==> config.mk <==
export PLATFORM = sky130hd
export DESIGN_NAME = regfile_mp
export DESIGN_NICKNAME = d
export VERILOG_FILES = /design/src/rtl/regfile_mp_pkg.sv /design/src/rtl/regfile_scoreboard.sv /design/src/rtl/regfile_mp.sv
export SDC_FILE = /design/constraint.sdc
export NUM_CORES = 2
export LEC_CHECK = 0
export ABC_AREA = 1
export CELL_PAD_IN_SITES_DETAIL_PLACEMENT = 0
export CELL_PAD_IN_SITES_GLOBAL_PLACEMENT = 1
export CORE_UTILIZATION = 40
export DETAILED_ROUTE_END_ITERATION = 12
export GPL_TIMING_DRIVEN = 0
export HOLD_SLACK_MARGIN = 0.15
export PLACE_DENSITY_LB_ADDON = 0.25
export SETUP_SLACK_MARGIN = 0.1
export SKIP_CTS_REPAIR_TIMING = 1
export SLEW_MARGIN = 20
export SYNTH_ARGS = -nofsm -noshare
export SYNTH_HDL_FRONTEND = slang
export SYNTH_SLANG_ARGS = --single-unit
==> constraint.sdc <==
create_clock -name r_clk -period 2 [get_ports r_clk]
set_input_delay 0.3 -clock r_clk [delete_from_list [all_inputs] [get_ports r_clk]]
set_output_delay 0.3 -clock r_clk [all_outputs]
set_load 0.05 [all_outputs]
==> src/rtl/regfile_mp_pkg.sv <==
// Shared widths and port-count limits for the multi-port register file.
package regfile_mp_pkg;

  localparam int unsigned DEF_DWIDTH = 32;
  localparam int unsigned DEF_AWIDTH = 5;
  localparam int unsigned MAX_NUM_RD = 4;
  localparam int unsigned MAX_NUM_WR = 2;

endpackage

==> src/rtl/regfile_scoreboard.sv <==
// Pending-write scoreboard: one bit per register, plus busy lookup per read port.
module regfile_scoreboard
  import regfile_mp_pkg::*;
#(
  parameter int unsigned AWIDTH = DEF_AWIDTH,
  parameter int unsigned NUM_RD = 2,
  parameter int unsigned NUM_WR = 1,
  parameter bit          BYPASS = 1'b1
) (
  input  logic                     r_clk,
  input  logic                     r_rst,
  input  logic [NUM_WR-1:0]        wr_act,
  input  logic [NUM_WR*AWIDTH-1:0] wr_addr,
  input  logic [NUM_RD*AWIDTH-1:0] rd_addr,
  input  logic                     set_en,
  input  logic [AWIDTH-1:0]        set_addr,
  input  logic                     flush,
  output logic [NUM_RD-1:0]        busy
);

  localparam int unsigned DEPTH = 2 ** AWIDTH;

  logic [DEPTH-1:0] pending;
  logic [DEPTH-1:0] pending_nx;

  // Completing writes clear, issue sets (younger producer wins), flush clears all.
  always_comb begin
    pending_nx = pending;
    for (int k = 0; k < NUM_WR; k++) begin
      if (wr_act[k]) pending_nx[wr_addr[k*AWIDTH +: AWIDTH]] = 1'b0;
    end
    if (set_en && (set_addr != '0)) pending_nx[set_addr] = 1'b1;
    if (flush) pending_nx = '0;
  end

  // Pending-bit register.
  always_ff @(posedge r_clk or negedge r_rst) begin
    if (!r_rst) pending <= '0;
    else        pending <= pending_nx;
  end

  for (genvar j = 0; j < NUM_RD; j++) begin : g_busy
    logic [AWIDTH-1:0] addr;
    logic              hit;

    assign addr = rd_addr[j*AWIDTH +: AWIDTH];

    // A same-cycle matching write resolves the hazard when bypass is on.
    always_comb begin
      hit = 1'b0;
      if (BYPASS) begin
        for (int k = 0; k < NUM_WR; k++) begin
          if (wr_act[k] && (wr_addr[k*AWIDTH +: AWIDTH] == addr)) hit = 1'b1;
        end
      end
    end

    assign busy[j] = pending[addr] && !hit && (addr != '0);
  end

endmodule

==> src/rtl/regfile_mp.sv <==
// Multi-port register file with hardwired-zero r0, optional write bypass and RAW scoreboard.
module regfile_mp
  import regfile_mp_pkg::*;
#(
  parameter int unsigned DWIDTH      = DEF_DWIDTH,
  parameter int unsigned AWIDTH      = DEF_AWIDTH,
  parameter int unsigned NUM_RD      = 2,
  parameter int unsigned NUM_WR      = 1,
  parameter bit          BYPASS      = 1'b1,
  parameter bit          RESET_INDEX = 1'b1
) (
  input  logic                     r_clk,
  input  logic                     r_rst,
  input  logic [NUM_WR-1:0]        r_wr_en,
  input  logic [NUM_WR*AWIDTH-1:0] r_wr_addr,
  input  logic [NUM_WR*DWIDTH-1:0] r_wr_data,
  input  logic [NUM_RD*AWIDTH-1:0] r_rd_addr,
  output logic [NUM_RD*DWIDTH-1:0] r_rd_data,
  output logic [NUM_RD-1:0]        r_rd_busy,
  input  logic                     r_sb_set_en,
  input  logic [AWIDTH-1:0]        r_sb_set_addr,
  input  logic                     r_sb_flush
);

  localparam int unsigned DEPTH = 2 ** AWIDTH;

  logic [DWIDTH-1:0] mem [DEPTH];
  logic [NUM_WR-1:0] wr_act;

  // Effective write: enabled, nonzero target, and not masked by an asserted reset.
  always_comb begin
    wr_act = '0;
    for (int k = 0; k < NUM_WR; k++) begin
      wr_act[k] = r_rst && r_wr_en[k] && (r_wr_addr[k*AWIDTH +: AWIDTH] != '0);
    end
  end

  // Storage; ascending port order makes the highest-index port win a collision.
  always_ff @(posedge r_clk or negedge r_rst) begin
    if (!r_rst) begin
      for (int unsigned i = 0; i < DEPTH; i++) begin
        mem[i] <= RESET_INDEX ? DWIDTH'(i) : '0;
      end
    end else begin
      for (int k = 0; k < NUM_WR; k++) begin
        if (wr_act[k]) mem[r_wr_addr[k*AWIDTH +: AWIDTH]] <= r_wr_data[k*DWIDTH +: DWIDTH];
      end
    end
  end

  for (genvar j = 0; j < NUM_RD; j++) begin : g_rd
    logic [AWIDTH-1:0] addr;
    logic [DWIDTH-1:0] data;

    assign addr = r_rd_addr[j*AWIDTH +: AWIDTH];

    // Stored value, overridden by the winning same-cycle write when bypass is on.
    always_comb begin
      data = mem[addr];
      if (BYPASS) begin
        for (int k = 0; k < NUM_WR; k++) begin
          if (wr_act[k] && (r_wr_addr[k*AWIDTH +: AWIDTH] == addr)) begin
            data = r_wr_data[k*DWIDTH +: DWIDTH];
          end
        end
      end
    end

    assign r_rd_data[j*DWIDTH +: DWIDTH] = data;
  end

  regfile_scoreboard #(
    .AWIDTH (AWIDTH),
    .NUM_RD (NUM_RD),
    .NUM_WR (NUM_WR),
    .BYPASS (BYPASS)
  ) u_sb (
    .r_clk    (r_clk),
    .r_rst    (r_rst),
    .wr_act   (wr_act),
    .wr_addr  (r_wr_addr),
    .rd_addr  (r_rd_addr),
    .set_en   (r_sb_set_en),
    .set_addr (r_sb_set_addr),
    .flush    (r_sb_flush),
    .busy     (r_rd_busy)
  );

endmodule

* After elaboration in Yosys (flattened, before gate mapping) *
Cells that the tools add are included.

word-level totals
  input port bits = 57
  output and inout bits = 66
  logic and storage cells = 93
  register bits = 1056

cells by class
  reduce and logical (&&, ||, !) cells = 18
  equal/unequal tests = 2
  mux-type cells = 24
  order comparisons = 10
  bitwise operators = 6

operator list
  operator            count
  $bwmux 1024         1
  $bmux 32 s5         2
  $mux 32             10
  $demux 32 s5        1
  $and 32x32->32      1
  $not 32->32         1
  $or 32x32->32       1
  $lt 5x6->1 const B  4
  $reduce_bool 5->1   4
  $ge 6x6->1 const B  3
  $not 5->6           3
  $logic_and 1x1->1   12
  $bmux 1 s5          2
  $demux 1 s5         2
  $eq 5x5->1          2
  $ge 5x1->1 const B  2
  $lt 6x1->1 const B  1
  $mux 1              6
  $logic_not 1->1     2

* Logic depth before layout (Yosys ltp) *
  word-level depth = 10
  depth in mapped cells = 13
  gate-level depth less buffers = 10

* Modules after synthesis *
A second synthesis with hierarchy kept.

second synthesis, totals
  cell total of the unflattened synthesis = 8688
  area, all modules = 60290.3 um^2

by module, submodules not included
  module              sequential area each (um^2)  times used  cells an instance  area each (um^2)
  regfile_mp          25724.7                      1           8343               57970.6
  regfile_scoreboard  775.7                        1           345                2319.7

* Worst setup path before layout *
OpenSTA, ideal clock, no wires.

  path type = input to output
  from = in r_rd_addr[6]
  to = out r_rd_busy[1]
  path slack = -325 ps
  data arrival time = 2025 ps
  path buffers = 3
  stages on the path = 10
  data required time = 1700 ps
  path through = buf_2 > inv_2 > buf_2 > clkbuf_1 > nand3_1 > a21oi_1 > nor2_1 > nand2_1 > nand2_1 > nor2_1

on the way
  cells in the longest elaborated chain, start to end = 6
  elaborated cells between the ends (all ways) = 9
  classes of those cells = 1 x eq/ne; 3 x mux; 5 x reduce/logical

RTL lines
  element                                             line                      RTL
  start: declaration                                  regfile_mp.sv:17          input logic [NUM_RD*AWIDTH-1:0] r_rd_addr,
  branches (longest 5 deep; another with $bmux 1 s5)  -
  $logic_and 1x1->1 *                                 regfile_scoreboard.sv:58  assign busy[j] = pending[addr] && !hit && (addr != '0);
  end: declaration                                    regfile_mp.sv:19          output logic [NUM_RD-1:0] r_rd_busy,

Mark *: on every way between the ends. The select of a mux whose other input is x is not followed.

* Worst setup path after layout *
  from = reg u_sb.pending[6]
  to = out r_rd_busy[0]

on the way
  cells in the longest elaborated chain, start to end = 4

RTL lines
  element                          line                      RTL
  start: declaration               regfile_scoreboard.sv:23  logic [DEPTH-1:0] pending;
  start signal: assignment         regfile_scoreboard.sv:39  else pending <= pending_nx;
  $bmux 1 s5                       regfile_scoreboard.sv:58
  $mux 1 (not written as such)     regfile_scoreboard.sv:58
  $logic_and 1x1->1 (2 in series)  regfile_scoreboard.sv:58

Every way passes these cells. The select of a mux whose other input is x is not followed.

==> results.json <==
{
  "p_per_area_mw_per_mm2": 864,
  "clk_pin_slew_ns": 0.06,
  "violations": "setup timing",
  "antenna_found_initial": 19,
  "fin_crit_sh": 1.44,
  "grtUsageTotal": 0.400,
  "setup_viol": 85,
  "grt_max_degree": 142,
  "drc_errors": 0,
  "netlist.area_leader.share": 0.396,
  "numCtsBuffers": 131,
  "p_clk_frac": 0.374,
  "p_seq_frac": 0.387,
  "cts.sinks": 1055,
  "design.core.area_mm2": 0.152,
  "ctsLongestPathBuffers": 3,
  "synth_fp_nets": 9213,
  "vias_per_cell": 5.67,
  "cts_tree": "yes",
  "drtAntennaViolNets": 0,
  "nNetsFinal": 9560,
  "grt_pass1_vias": 62000,
  "die_w_um": 395,
  "syn_inst": 9156,
  "status": "finished, violations left",
  "yosysWarnings": 0,
  "vdd_ir_drop_max_v": 0.000868,
  "port_buffers": 109,
  "cap_violations": 0,
  "synth.largest_area_cell": "dfrtp_1",
  "syn_area_mm2": 0.0616,
  "pin_count": 123,
  "drt_pass1_iterations": 6,
  "vias": 66100,
  "p_sw_w": 0.0229,
  "sw_frac_of_total": 0.343,
  "fmaxAchievable_ghz": 0.348,
  "gp_congestion": 1.03,
  "worst_pin_slew_ns": 1.06,
  "ys_types": 36,
  "drt-total-wl_mm": 324,
  "grt_overflow": 0,
  "path_class": "reg -> out",
  "internal_power_w": 0.0440,
  "htreeDepth": 4,
  "area_growth_pct": 25.6,
  "layout-drive-gt1-share": 0.196,
  "avgSynthCellArea_um2": 6.73,
  "die_height_um": 395,
  "insertion_delay_ns": 0.79,
  "start_util": 0.404,
  "worst_ep_arrival_time_ns": 2.58,
  "yosys_register_bits": 1055,
  "layout_commonest_cell": "nand2_1",
  "crit_fanout": 3,
  "post_dp_cell_area_mm2": 0.0662,
  "worstPathRequired_ns": 1.70,
  "rsz0062_at_grt": "true",
  "drt_iter0_markers": 7615,
  "period_needed_ns": 2.88,
  "fin_skew_ns": 0,
  "p_leak_nw": 36.6,
  "fin_area_mm2": 0.0774,
  "finalMaxSlewViolations": 0,
  "setup_ws_ns": -0.877,
  "ys_top_cells_by_area": "dfrtp_1 (40%), nand2_1 (21%), nand3_1 (13%)",
  "fin_util": 0.508,
  "hold_path_class": "in -> async",
  "core.rowCount": 143,
  "die-area_mm2": 0.156,
  "wl_per_cell_um": 27.8,
  "grt_first_pass_wirelength_mm": 447,
  "comb_power_share": 0.239,
  "most-common-layout-cells": "nand2_1 (3231), nand3_1 (1279), dfrtp_1 (973)",
  "dp_hpwl_mm": 248,
  "hold_violations": 0,
  "cp-start-kind": "register",
  "relSlewSlack": 0.289,
  "synth.yosys.seq_area_share": 0.430,
  "root_buffer": "clkbuf_16",
  "cp-end-kind": "output pin"
}
-- final timing paths --
| path | endpoint | slack, ns | startpoint | cells after the start |
|---|---|---|---|---|
| worst max-delay path | r_rd_busy[0] | -0.88 | u_sb.pending[6] | 7 |
| worst min-delay path | mem[548] | 0.14 | r_rst | 6 |
| worst max register to register | mem[798] | 1.10 | mem[798] | 4 |
| worst min register to register | mem[999] | 0.45 | mem[999] | 1 |
| max in group asynchronous | mem[14] | 0.36 | r_rst | 7 |
| min in group r_clk | mem[410] | 0.15 | r_wr_data[26] | 3 |
-- state kept, by name, indices dropped and copies added (netlist names) --
register	count
mem	1024
u_sb.pending	31
-- power groups by stage --
stage | sequential (W) | combinational [W] | clock (W)
3_5_place_dp | 0.0261 | 0.0135 | 0
5_1_grt | 0.0262 | 0.0172 | 0.0259
2_1_floorplan | 0.0258 | 0.00846 | 0
4_1_cts | 0.0258 | 0.0136 | 0.0250
6_report | 0.0259 | 0.0160 | 0.0250
3_3_place_gp | 0.0259 | 0.0125 | 0
-- worst max-delay path, cell delays in order, from the launching register on --
cell	delay, ns
dfrtp_2	0.46
o211ai_1	0.56
nand3_1	0.20
nand3_2	0.14
nand2_2	0.08
nor2_4	0.14
nor2_4	0.06
buf_6	0.15
-- cells by family after synthesis --
family	synth area share
AND/OR/NAND/NOR	0.356
buffers and inverters	0.106
AO/OA/AOI/OAI	0.108
flip-flops	0.430
XOR/XNOR	0.00114
-- cell usage after synthesis (all sizes together) --
cell	number
dfrtp	975
nand2	3472
nor3	8
nand3	1604
dfstp	80
inv	816
nor2	160
xor2	4
buf	391
o211ai	79
clkinv	2
xnor2	4
o21ai	1005
a31oi	2
a21oi	168
nor4	1
or2	1
nand4	3
clkbuf	380
and3	1
-- through the flow --
step           setup TNS [ns]  hold slack (ns)  total power, W  setup WS [ns]  std cells
5_1_grt                -45.63            0.162          0.0693         -0.908      11600
2_1_floorplan               0          0.00441          0.0342         0.0237       9156
3_3_place_gp                -            0.440          0.0385         -49.58      11300
4_1_cts               -377.66           -0.617          0.0644          -2.60      11500
3_5_place_dp         -1199.49            0.206          0.0397          -2.60      11300
6_report               -43.43            0.143          0.0669         -0.877      11700
-- area by class of cell --
class | instances | area [um2]
timing repair buffer | 214 | 2700
sequential | 1055 | 26500
inverter | 818 | 3210
multi-input combinational | 6512 | 32900
tap | 2030 | 2540
buffer | 771 | 5090
antenna | 13 | 32.5
clock inverter | 33 | 417
fill | 15500 | 75000
clock buffer | 206 | 4020
-- metal layers --
| layer | wire [um] | track usage | vias up |
|---|---|---|---|
| met1 | 130000 | 0.517 | 32100 |
| met3 | 34900 | 0.124 | 715 |
| met5 | 845 | 0.0172 | - |
| li1 | - | - | 29900 |
| met4 | 17300 | 0.191 | 20 |
| met2 | 141000 | 0.605 | 3358 |
Power figures use the tool's default switching activity.
